### config.mk
export PLATFORM = sky130hd
export DESIGN_NAME = param_memory_ctrl
export DESIGN_NICKNAME = d
export VERILOG_FILES = /design/src/rtl/param_memory_ctrl.sv
export SDC_FILE = /design/constraint.sdc
export NUM_CORES = 1
export LEC_CHECK = 0
export ABC_CLOCK_PERIOD_IN_PS = 3900
export BUFFER_PORTS_ARGS = -buffer_cell sky130_fd_sc_hd__buf_2
export CORE_MARGIN = 4
export CORE_UTILIZATION = 40
export CTS_CLUSTER_SIZE = 28
export DETAILED_ROUTE_END_ITERATION = 10
export PLACE_DENSITY = 0.61
export SLEW_MARGIN = 20
export SYNTH_ARGS = -nofsm -noshare
export SYNTH_HDL_FRONTEND = slang
export SYNTH_SLANG_ARGS = --single-unit
### constraint.sdc
create_clock -name clk -period 3.9 [get_ports clk]
set_clock_uncertainty 0.15 [all_clocks]
set_input_delay 0.39 -clock clk [delete_from_list [all_inputs] [get_ports clk]]
set_output_delay 0.39 -clock clk [all_outputs]
set_load 0.01 [all_outputs]
### src/rtl/param_memory_ctrl.sv
// param_memory_ctrl: byte-enabled word memory with a valid/ready request port, 1-cycle read response and an init sequencer
module param_memory_ctrl #(
  parameter int                DATA_W   = 32,
  parameter int                ADDR_W   = 3,
  parameter logic [DATA_W-1:0] INIT_VAL = '0
) (
  input  logic                clk,
  input  logic                reset_n,
  input  logic                req_valid,
  output logic                req_ready,
  input  logic                req_we,
  input  logic [ADDR_W-1:0]   req_addr,
  input  logic [DATA_W-1:0]   req_wdata,
  input  logic [DATA_W/8-1:0] req_be,
  output logic                rsp_valid,
  output logic [DATA_W-1:0]   rsp_rdata,
  input  logic                clr_start,
  output logic                busy
);
  localparam int              DEPTH  = 1 << ADDR_W;
  localparam int              BE_W   = DATA_W / 8;
  localparam logic [ADDR_W:0] LAST   = {1'b0, {ADDR_W{1'b1}}};
  localparam logic [0:0]      S_INIT = 1'b0;
  localparam logic [0:0]      S_IDLE = 1'b1;
  logic [DATA_W-1:0] Mem [0:DEPTH-1];
  logic [0:0]        r_state;
  logic [ADDR_W:0]   r_init_ptr;
  logic              r_rsp_valid;
  logic [DATA_W-1:0] r_rsp_rdata;
  logic              w_accept;
  logic              w_wr;
  logic              w_rd;
  // clr_start blocks acceptance in the same cycle so no request slips into the sweep
  assign busy      = r_state == S_INIT;
  assign req_ready = r_state == S_IDLE && !clr_start;
  assign w_accept  = req_valid && req_ready;
  assign w_wr      = w_accept && req_we;
  assign w_rd      = w_accept && !req_we;
  assign rsp_valid = r_rsp_valid;
  assign rsp_rdata = r_rsp_rdata;
  // sweep pointer walks 0..DEPTH-1 then parks at DEPTH; IDLE re-enters INIT on clr_start
  always_ff @(posedge clk or negedge reset_n)
    if (!reset_n) begin
      r_state    <= S_INIT;
      r_init_ptr <= '0;
    end else if (r_state == S_INIT) begin
      r_init_ptr <= r_init_ptr + 1'b1;
      if (r_init_ptr == LAST) r_state <= S_IDLE;
    end else if (clr_start) begin
      r_state    <= S_INIT;
      r_init_ptr <= '0;
    end
  // read response registered at the accepting edge; data holds until the next read
  always_ff @(posedge clk or negedge reset_n)
    if (!reset_n) begin
      r_rsp_valid <= 1'b0;
      r_rsp_rdata <= '0;
    end else begin
      r_rsp_valid <= w_rd;
      if (w_rd) r_rsp_rdata <= Mem[req_addr];
    end
  // storage is not reset: the sweep owns it in INIT, merged byte writes own it in IDLE
  always_ff @(posedge clk)
    if (r_state == S_INIT) Mem[r_init_ptr[ADDR_W-1:0]] <= INIT_VAL;
    else if (w_wr)
      for (int i = 0; i < BE_W; i++)
        if (req_be[i]) Mem[req_addr][8*i +: 8] <= req_wdata[8*i +: 8];
endmodule
==> summary.md <==
| Metric | Value |
|---|---|
| Post-layout minimum cycle time | `2.67 ns` |
| Total CTS buffers | `29` |
| WL/cell | `around 22 um` |
| Top Ports | `79` |
| Crit path launch | `clr_start` |
| Area Overhead vs Synth | `16.5%` |
| Hold-fix buffers, CTS | `2` |
| Initial antenna violation count | `1` |
| Fraction of layout cells with a size suffix above 1 | `0.282` |
| Rows | `62` |
| Largest net degree at the start of global routing | `between 70 and 80` |
| Peak VDD IR | `between 0.3 and 0.4 mV` |
| Max Cap Viol | `0` |
| Die ar. | `between 30,000 and 40,000 um^2` |
| RSZ-0062 raised after global routing | `no` |
| Global route total overflow | `0` |
| Synthesized instance count | `around 710` |
| Fmax | `0.375 GHz` |
| R2r startpoint | `r_state$_DFF_PN0_` |
| Count leader, synth | `edfxtp_1` |
| Worst setup path category | `input pin to flip-flop` |
| PnR Total Power | `9.58 mW` |
| First-pass GRT wire length | `a little over 40,000 um` |
| Die Height | `180 um` |
| # setup viols final | `0` |
| Post-CTS Setup Bufs | `0` |
| Initial drt markers | `514` |
| Crit path DAT | `2.74 ns` |
| Initial Util | `0.409` |
| # H-tree levels | `1` |
| Pre-CTS setup slack | `roughly 1.2 ns` |
| PwrDens | `695 nW/um^2` |
| Final hold slack | `0.207 ns` |
| Layout Nets | `867` |
| Finished Cell Area | `13,800 um^2` |
| Post-synthesis cell type count | `36` |
| Slew headroom | `0.341` |
| Resized cells post-CTS | `0` |
| Final setup TNS | `0 ns` |
| CP Launch Type | `input pin` |
| Drt total wl | `26,700 um` |
| FILL cells | `2,485` |
| Hold Path Class | `input pin to flip-flop` |
| Leading cell types by count after synthesis | `edfxtp_1, mux2_2, mux2i_1, dfrtp_1, a21oi_1` |
| Slew Viols, Final | `0` |
| DRC | `0` |
| Clock sink count | `a little under 300` |
| CP max FO | `21` |
| Hold path startpoint | `req_wdata[16]` |
| Worst-Margin Slew | `0.989 ns` |
| Worst Slack Setup Final | `1.23 ns` |
| Number of synthesized flops with an enable pin | `256` |
| Vias in the first global route | `6,684` |
| Post-synth top area cell | `edfxtp_1` |
| DR pass1 iterations | `5` |
| Period utilization | `0.684` |
| CTS tree | `yes` |
| Sequential area share after synthesis | `0.730` |
| Placed Area | `12,800 um^2` |
| CORE AREA | `28,900 um^2` |
| Vias per cell | `5.38` |
| Endpoint class of the critical path | `flip-flop` |
| Syn Area/Cell | `16.6 um^2` |
| Mapped cell area | `11,800 um^2` |
| YS warnings | `0` |
| Post-DP HPWL | `between 15,000 and 20,000 um` |
| Primary FF master, synth | `edfxtp_1` |
| Synth async-reset ratio | `0.129` |
| Syn Nets | `756` |
| Top post-synthesis cells by area | `edfxtp_1, dfrtp_1, mux2_2` |
| Chip width | `180 um` |
| Port bufs | `78` |
| Routed Antenna Nets | `0` |
| Required time worst endpoint | `3.98 ns` |
| Post-synth top area share | `0.650` |
| All-Layer GR Usage | `0.161` |
| Antenna Cells | `0` |
| Final hold vios | `0` |
| Pleak | `5.29 nW` |
| Yosys reg bits | `294` |
| Outcome | `finished, final reports clean` |
| Clock latency on the worst-skew pair | `0.54 ns` |
| Via count | `6,607` |
| CTS max path bufs | `3` |
| Final RePlAce weighted congestion | `0.815` |
| Clock slew seen by the registers of the worst setup and hold paths | `0.06 ns` |
| CTS root buf | `clkbuf_16` |
## report_power, final
part / internal, mW / total, mW / switching, mW
Combinational: 0.782 / 2.11 / 1.33
Clock: 1.62 / 2.74 / 1.12
Sequential: 4.47 / 4.73 / 0.266
Total: 6.87 / 9.58 / 2.71
## metrics by stage
stage / util / std cells
floorplan: - / 711
global placement: 0.443 / 1173
detailed placement: 0.443 / 1173
CTS: 0.476 / 1228
global route: 0.476 / 1228
finish: 0.476 / 1228
## routing by layer
layer,track usage,share of wire,up-vias
met5,0,0,-
met4,0.0372,0.022,0
met3,0.0226,0.050,39
met2,0.262,0.48,183
met1,0.233,0.45,3322
li1,-,-,3063
## critical path, stage by stage
cell and delay, ns:
dlygate4sd3_1 0.53, buf_2 0.15, and3b_1 0.71, nand4_1 0.46, a21oi_1 0.25, buf_4 0.23
## cells in the final DEF (no fill, tap or decap), drive strengths merged, types with 10 or more instances in the layout
cell type  Yosys  final
edfxtp       256    256
buf           23    124
mux2          64     64
mux2i         64     64
clkbuf        23     40
dfrtp         38     38
a21oi         36     36
nand2         35     35
and3          33     33
o22ai         33     33
a22o          33     33
o31ai         32     32
clkinv         1     10
## layout make-up
class                      instances  area [um^2]  area share
tap                              384          480      0.0349
clock buffer                      40          797      0.0578
inverter                           6         22.5     0.00163
multi-input combinational        365         2940       0.213
sequential                       294         8640       0.627
clock inverter                    13          143      0.0103
timing repair buffer             126          762      0.0553
## cell families after synthesis
kind of cell | after synthesis | share of synthesized area
XOR/XNOR | 2 | 0.00148
AND/OR/NAND/NOR | 87 | 0.0405
adder cells (fa/ha/maj) | 1 | 0.00106
buffers and inverters | 52 | 0.0236
AO/OA/AOI/OAI | 147 | 0.0882
multiplexers | 128 | 0.115
flip-flops | 294 | 0.730
## path summary, 6_finish.rpt
check | end | slack [ns] | cells after the start
min in group asynchronous | rsp_rdata[24]$_DFFE_PN0P_ | 0.36 | 3
max in group asynchronous | rsp_rdata[9]$_DFFE_PN0P_ | 2.81 | 3
max reg2reg | Mem[6][4]$_DFFE_PP_ | 1.28 | 4
max | Mem[6][4]$_DFFE_PP_ | 1.23 | 6
min | Mem[4][16]$_DFFE_PP_ | 0.21 | 2
min reg2reg | rsp_rdata[13]$_DFFE_PN0P_ | 0.32 | 2
## registers in the layout, indices dropped and copies added, names as in the netlist
| name | cells |
|---|---|
| r_state | 1 |
| Mem | 256 |
| rsp_rdata | 32 |
| r_init_ptr | 4 |
| rsp_valid | 1 |
Note: power is estimated with default switching activity, not from simulation.
